===== src/rtl/btn_seq_pkg.sv =====
// Shared types and constants for the button sequence driver.
package btn_seq_pkg;

  // Debouncer characteristics the key timing has to satisfy.
  localparam int unsigned DEBOUNCE_DEPTH = 10;
  localparam int unsigned RELEASE_HOLD   = 50000;

  // Shortest press the debouncer registers, and shortest release it needs
  // before it sees a clean new edge.
  localparam int unsigned PRESS_MIN = DEBOUNCE_DEPTH;
  localparam int unsigned GAP_MIN   = RELEASE_HOLD + DEBOUNCE_DEPTH;

  localparam int unsigned PRESS_CYCLES_DEF = 16;
  localparam int unsigned GAP_CYCLES_DEF   = 50020;
  localparam int unsigned CNT_W_DEF        = 16;

  typedef enum logic [2:0] {
    IDLE,
    BIT_PRESS,
    BIT_GAP,
    START_PRESS,
    START_GAP,
    ABORT_PRESS,
    ABORT_GAP
  } seq_state_t;

  typedef struct packed {
    logic one_n;
    logic zero_n;
    logic start_n;
    logic reset_btn_n;
  } lines_t;

  // Button line levels for a given state; at most one line is ever low.
  function automatic lines_t lines_for(seq_state_t st, logic bit_val);
    lines_t l;
    l = '1;
    case (st)
      BIT_PRESS: begin
        if (bit_val) l.one_n  = 1'b0;
        else         l.zero_n = 1'b0;
      end
      START_PRESS: l.start_n     = 1'b0;
      ABORT_PRESS: l.reset_btn_n = 1'b0;
      default:     l = '1;
    endcase
    return l;
  endfunction

endpackage


===== src/rtl/button_seq_driver_if.sv =====
// Code-word handshake and button line bundle between the game controller
// (master) and the sequence driver (slave).
interface button_seq_driver_if;
  logic       in_valid;
  logic [7:0] in_code;
  logic       in_ready;
  logic       abort;
  logic       one_n;
  logic       zero_n;
  logic       start_n;
  logic       reset_btn_n;
  logic       busy;
  logic       done;

  modport master (
    output in_valid, in_code, abort,
    input  in_ready, one_n, zero_n, start_n, reset_btn_n, busy, done
  );

  modport slave (
    input  in_valid, in_code, abort,
    output in_ready, one_n, zero_n, start_n, reset_btn_n, busy, done
  );
endinterface


===== src/rtl/btn_phase_timer.sv =====
// Phase timer shared by all sequence states: counts 0..limit, restarts on load.
module btn_phase_timer #(
  parameter int unsigned CNT_W = 16
) (
  input  logic             clk,
  input  logic             reset,
  input  logic             load,
  input  logic             en,
  input  logic [CNT_W-1:0] limit,
  output logic             tc
);

  logic [CNT_W-1:0] count;

  // Count register: cleared on reset or load, advances while enabled.
  always_ff @(posedge clk) begin
    if (reset || load) count <= '0;
    else if (en)       count <= count + CNT_W'(1);
  end

  assign tc = (count == limit);

endmodule


===== src/rtl/button_seq_driver.sv =====
// Keys an 8-bit code word (or a reset sequence on abort) onto the four
// active-low button lines of the code-entry debouncer.
module button_seq_driver
  import btn_seq_pkg::*;
#(
  parameter int unsigned PRESS_CYCLES = PRESS_CYCLES_DEF,
  parameter int unsigned GAP_CYCLES   = GAP_CYCLES_DEF,
  parameter int unsigned CNT_W        = CNT_W_DEF
) (
  input  logic              clk,
  input  logic              reset,
  button_seq_driver_if.slave bus
);

  localparam logic [CNT_W-1:0] PRESS_LIM = CNT_W'(PRESS_CYCLES - 1);
  localparam logic [CNT_W-1:0] GAP_LIM   = CNT_W'(GAP_CYCLES - 1);

  seq_state_t       state, state_nx;
  logic [2:0]       bit_idx, bit_nx;
  logic [7:0]       code, code_nx;
  logic             post_abort, post_nx;
  logic             done_nx;
  logic [CNT_W-1:0] limit;
  logic             load;
  logic             tc;
  lines_t           lines_nx, lines_r;
  logic             busy_r, done_r;

  btn_phase_timer #(
    .CNT_W(CNT_W)
  ) u_timer (
    .clk  (clk),
    .reset(reset),
    .load (load),
    .en   (state != IDLE),
    .limit(limit),
    .tc   (tc)
  );

  // Next-state, bit/code bookkeeping and line decode from the next state.
  always_comb begin
    state_nx = state;
    bit_nx   = bit_idx;
    code_nx  = code;
    post_nx  = post_abort;
    done_nx  = 1'b0;
    limit    = (state inside {BIT_PRESS, START_PRESS, ABORT_PRESS}) ? PRESS_LIM : GAP_LIM;

    if (bus.abort) begin
      // Abort outranks everything, including a simultaneous in_valid in IDLE,
      // and restarts an abort sequence already under way.
      state_nx = ABORT_GAP;
      post_nx  = 1'b0;
    end else begin
      case (state)
        IDLE: begin
          if (bus.in_valid) begin
            state_nx = BIT_PRESS;
            bit_nx   = '0;
            code_nx  = bus.in_code;
          end
        end
        BIT_PRESS:   if (tc) state_nx = BIT_GAP;
        BIT_GAP: begin
          if (tc) begin
            if (bit_idx == 3'd7) begin
              state_nx = START_PRESS;
            end else begin
              state_nx = BIT_PRESS;
              bit_nx   = bit_idx + 3'd1;
            end
          end
        end
        START_PRESS: if (tc) state_nx = START_GAP;
        START_GAP: begin
          if (tc) begin
            state_nx = IDLE;
            done_nx  = 1'b1;
          end
        end
        ABORT_PRESS: begin
          if (tc) begin
            state_nx = ABORT_GAP;
            post_nx  = 1'b1;
          end
        end
        ABORT_GAP: begin
          // The same state serves as both the pre-press and the closing gap.
          if (tc) begin
            if (post_abort) begin
              state_nx = IDLE;
              done_nx  = 1'b1;
            end else begin
              state_nx = ABORT_PRESS;
            end
          end
        end
        default: state_nx = IDLE;
      endcase
    end

    load     = bus.abort || (state_nx != state);
    lines_nx = lines_for(state_nx, code_nx[bit_nx]);
  end

  // State, bookkeeping and registered output lines.
  always_ff @(posedge clk) begin
    if (reset) begin
      state      <= IDLE;
      bit_idx    <= '0;
      code       <= '0;
      post_abort <= 1'b0;
      lines_r    <= '1;
      busy_r     <= 1'b0;
      done_r     <= 1'b0;
    end else begin
      state      <= state_nx;
      bit_idx    <= bit_nx;
      code       <= code_nx;
      post_abort <= post_nx;
      lines_r    <= lines_nx;
      busy_r     <= (state_nx != IDLE);
      done_r     <= done_nx;
    end
  end

  assign bus.one_n       = lines_r.one_n;
  assign bus.zero_n      = lines_r.zero_n;
  assign bus.start_n     = lines_r.start_n;
  assign bus.reset_btn_n = lines_r.reset_btn_n;
  assign bus.busy        = busy_r;
  assign bus.done        = done_r;
  // Gated by the live abort so a same-cycle abort blocks acceptance.
  assign bus.in_ready    = !busy_r && !bus.abort;

endmodule


===== src/flat_wrapper.sv =====
// flat-port wrapper written by rule: the top's interface ports become plain ports
module button_seq_driver_flat import btn_seq_pkg::*;
#(
  parameter int unsigned PRESS_CYCLES = PRESS_CYCLES_DEF,
  parameter int unsigned GAP_CYCLES   = GAP_CYCLES_DEF,
  parameter int unsigned CNT_W        = CNT_W_DEF
)
  (clk, reset, bus_in_valid, bus_in_code, bus_abort, bus_in_ready, bus_one_n, bus_zero_n, bus_start_n, bus_reset_btn_n, bus_busy, bus_done);
  button_seq_driver_if bus_i ();
  input  logic clk;
  input  logic reset;
  input wire logic [$bits(bus_i.in_valid)-1:0] bus_in_valid;
  input wire logic [$bits(bus_i.in_code)-1:0] bus_in_code;
  input wire logic [$bits(bus_i.abort)-1:0] bus_abort;
  output wire logic [$bits(bus_i.in_ready)-1:0] bus_in_ready;
  output wire logic [$bits(bus_i.one_n)-1:0] bus_one_n;
  output wire logic [$bits(bus_i.zero_n)-1:0] bus_zero_n;
  output wire logic [$bits(bus_i.start_n)-1:0] bus_start_n;
  output wire logic [$bits(bus_i.reset_btn_n)-1:0] bus_reset_btn_n;
  output wire logic [$bits(bus_i.busy)-1:0] bus_busy;
  output wire logic [$bits(bus_i.done)-1:0] bus_done;
  assign bus_i.in_valid = bus_in_valid;
  assign bus_i.in_code = bus_in_code;
  assign bus_i.abort = bus_abort;
  assign bus_in_ready = bus_i.in_ready;
  assign bus_one_n = bus_i.one_n;
  assign bus_zero_n = bus_i.zero_n;
  assign bus_start_n = bus_i.start_n;
  assign bus_reset_btn_n = bus_i.reset_btn_n;
  assign bus_busy = bus_i.busy;
  assign bus_done = bus_i.done;
  button_seq_driver #(.PRESS_CYCLES(PRESS_CYCLES), .GAP_CYCLES(GAP_CYCLES), .CNT_W(CNT_W)) u_core (.clk(clk), .reset(reset), .bus(bus_i));
endmodule

===== config.mk =====
export PLATFORM = sky130hd
export DESIGN_NAME = button_seq_driver_flat
export DESIGN_NICKNAME = d
export VERILOG_FILES = /design/src/rtl/btn_seq_pkg.sv /design/src/rtl/button_seq_driver_if.sv /design/src/rtl/btn_phase_timer.sv /design/src/rtl/button_seq_driver.sv /design/src/flat_wrapper.sv
export SDC_FILE = /design/constraint.sdc
export NUM_CORES = 1
export LEC_CHECK = 0
export CORE_UTILIZATION = 55
export DETAILED_ROUTE_END_ITERATION = 10
export HOLD_SLACK_MARGIN = 0.06
export PLACE_DENSITY = 0.77
export RECOVER_POWER = 25
export SLEW_MARGIN = 5
export SYNTH_ARGS = -nofsm -noshare
export SYNTH_HDL_FRONTEND = slang
export SYNTH_SLANG_ARGS = --single-unit

===== constraint.sdc =====
create_clock -name clk -period 3.5 [get_ports clk]
set_clock_uncertainty 0.15 [all_clocks]
set_input_delay 1.05 -clock clk [delete_from_list [all_inputs] [get_ports clk]]
set_output_delay 1.05 -clock clk [all_outputs]
set_load 0.02 [all_outputs]

==> results of run 1 <==
## kinds of logic (layout without fill, tap and decap cells)
| kind of cell | Yosys count | after routing | synth area share [%] |
|---|---|---|---|
| simple gates | 101 | 101 | 26.6 |
| compound gates | 49 | 49 | 19.9 |
| flops | 37 | 37 | 38.0 |
| buf+inv | 17 | 46 | 3.34 |
| xor+xnor | 15 | 15 | 6.74 |
| mux | 8 | 8 | 4.17 |
| fa+ha+maj | 2 | 2 | 1.28 |
## per-layer routing
layer	track usage (%)	wire (µm)	share of wire, %	up-vias
met3	6.72	124	3.1	6
met1	30.5	1890	47	780
met2	37.6	1950	49	23
li1	-	-	-	882
met5	0	0	0	-
met4	9.84	53	1.3	0
## metrics by stage
step                cell area, µm²  worst slack (ns)
floorplan                     1950             0.232
global placement              2250           -0.0867
detailed placement            2250            -0.173
CTS                           2320            0.0703
global route                  2310            0.0469
finish                        2310            0.0828
## synth_stat cells, drive strengths merged (4+ instances only)
master,count,area [µm²]
clkbuf,9,33.8
nand4,5,31.3
xnor2,4,35.0
dfxtp,37,741
o21ai,6,30.0
or3,5,36.3
nand3,9,45.0
mux2i,7,70.1
inv,7,26.3
nor2,29,109
xor2,11,96.3
a21oi,14,73.8
nand2,28,105
nor3,6,35.0
## worst reg2reg max path, cell delays in order, from the launching register on
cell,delay [ns]
dfxtp_1,0.39
ha_1,0.22
nor4b_2,0.38
o211ai_2,0.24
a21oi_1,0.60
mux2i_1,0.16
a22o_1,0.25
nor4_1,0.34
or3b_1,0.37
## final timing paths
check                                             start                 to  slack (ns)  cells past startpoint
worst max register to register  u_core.u_timer.count[0]  u_core.bus.zero_n        0.31                      8
worst min-delay path                     u_core.code[7]     u_core.code[7]        0.31                      2
worst max-delay path                          bus_abort       bus_in_ready        0.08                      3
worst min register to register           u_core.code[7]     u_core.code[7]        0.31                      2
## state kept, by name (all words and copies together) (netlist names)
register	flops
u_core.bit_idx	3
u_core.u_timer.count	16
u_core.code	8
u_core.bus.reset_btn_n	1
u_core.bus.start_n	1
u_core.post_abort	1
u_core.bus.busy	1
u_core.state	3
u_core.bus.one_n	1
u_core.bus.zero_n	1
u_core.bus.done	1
## layout make-up
| cell class | count | share of cell area (%) |
|---|---|---|
| multi-input combinational | 175 | 49.4 |
| clock inverter | 1 | 0.217 |
| timing repair buffer | 31 | 11.9 |
| inverter | 7 | 1.14 |
| clock buffer | 7 | 2.82 |
| sequential | 37 | 32.1 |
| tap | 46 | 2.49 |
## power by group
part / switching, mW / internal, mW / total [mW]
logic: 0.0424 / 0.0389 / 0.0813
registers: 0.00936 / 0.429 / 0.438
clock network: 0.140 / 0.116 / 0.256
==> key figures, run 1 <==
STA
  – Max Slew Vio Count: 0
  – Setup Viol. Count Final: 0
  – F_max: 293 MHz
  – Fin Hold WS: 0.312 ns
  – Final Critical Period: 3.42 ns
  – Post-route clock period utilization: 97.6%
  – Max-slew headroom: 50.5%
  – RSZ-0062 raised after global routing: false
  – Final hold violation count: 0
  – Setup TNS: 0 ns
  – Least-Margin Pin Slew: 0.743 ns

Synthesis
  – Synth Register Bits: 37
  – Mapped Cells: 229
  – Synthesized Nets: 243
  – Post-synth EDFFs: 0
  – Share of flip-flops with an asynchronous set or reset: 0%
  – Yosys warnings: 0
  – Post-synth cell types: 52
  – Primary FF master, synth: dfxtp_1
  – Mean Syn Cell Area: 8.51 µm²
  – Post-synthesis sequential area ratio: 38.0%
  – Synth Cell Area: 1950 µm²

Worst setup path
  – Critical Path, Cell by Cell: clkdlybuf4s50_1, nor2_1, clkdlybuf4s50_1
  – CP Class: in -> out
  – Most common cell on crit path: clkdlybuf4s50_1
  – Slowest stage delay, CP: 0.60 ns
  – CP max-delay cell: clkdlybuf4s50_1
  – Worst setup EP type: output port
  – Delay-heaviest family, CP: buffers and inverters
  – Crit path buffers/inverters: 2
  – Critical path fanouts, max: 3
  – Critical path data required time: 2.30 ns
  – CP Launch Type: input port
  – Arrival @ worst endpoint: 2.22 ns

Clocking
  – Clk Latency, worst-skew pair: 0.35 ns
  – Post-CTS Hold Buffers: 0
  – H-tree depth: 2
  – Post-CTS Resized: 0
  – Root buf cell: clkbuf_4
  – Clock-pin slew of the registers on the worst-case setup and hold paths: 0.11 ns
  – CTS tree: yes
  – Clock tree buffer depth: 2
  – CTS Buf Count: 5
  – Clock tree sinks: 37
  – Setup Buffers After CTS: 0

Pwr
  – Pwr Total: 776 µW
  – Peak supply drop: 0.194 mV
  – Leakage: 0.835 nW
  – P per Cell Area: 336 nW/µm²

Die
  – Chip Height: 61.5 µm
  – Ports: 19
  – Core ar.: 3360 µm²
  – Row cnt: 21
  – Die area: 3790 µm²
  – Die width: 61.5 µm
  – Initial Utilization: 58.0%

Job
  – # Max-Cap Violations: 0

Routing
  – Routed via count: 1691
  – Drt drc: 0
  – Via density: 5.56
  – DRT Wirelength: 4010 µm
  – ANT nets after route: 0
  – Drt pass-1 iters: 4
  – Wirelength per Cell: 13.2 µm
  – Iter 0 DRT Violations: 85

Placement
  – Dpl cells: 296
  – Gpl congestion: 0.839
  – Post-DP HPWL: 2960 µm
  – # port buffers: 18

Global routing
  – Grt total ovfl: 0
  – First-pass GRT wire length: 6600 µm
  – Largest net degree at the start of global routing: 17
  – All-Layer GR Usage: 23.8%
  – Vias in the first global route: 1491
  – Initial antenna violation count: 0

Final layout
  – Most frequent cells in the layout: dfxtp_1 (37), nor2_1 (29), nand2_1 (28), clkdlybuf4s50_1 (16), a21oi_1 (14)
  – Final std cells w/o fill: 304
  – Antenna Cells: 0
  – Area occupied by multi-input gates: 1140 µm²
  – Fillers: 311
  – Layout Nets: 271
  – Share of cells above drive strength 1: 12.0%
  – P&R area growth vs syn: 18.4%
  – Most common cell after layout, fill and taps aside: dfxtp_1
  – Final core occ: 68.6%
  – FF/Latch Area: 741 µm²

Worst hold path
  – Hold Path Class: reg -> reg

Status
  – Status: finished, final reports clean
(Power assumes the default switching activity.)
==> run 2: changes to the inputs <==
--- a/config.mk
+++ b/config.mk
@@ -6,6 +6,7 @@
 export NUM_CORES = 1
 export LEC_CHECK = 0
 export CORE_UTILIZATION = 55
+export CTS_BUF_LIST = sky130_fd_sc_hd__clkbuf_2 sky130_fd_sc_hd__clkbuf_4 sky130_fd_sc_hd__clkbuf_8
 export DETAILED_ROUTE_END_ITERATION = 10
 export HOLD_SLACK_MARGIN = 0.06
 export PLACE_DENSITY = 0.77
==> results of run 2 <==
The final DEF is identical to that of run 1; final timing and power are the same.
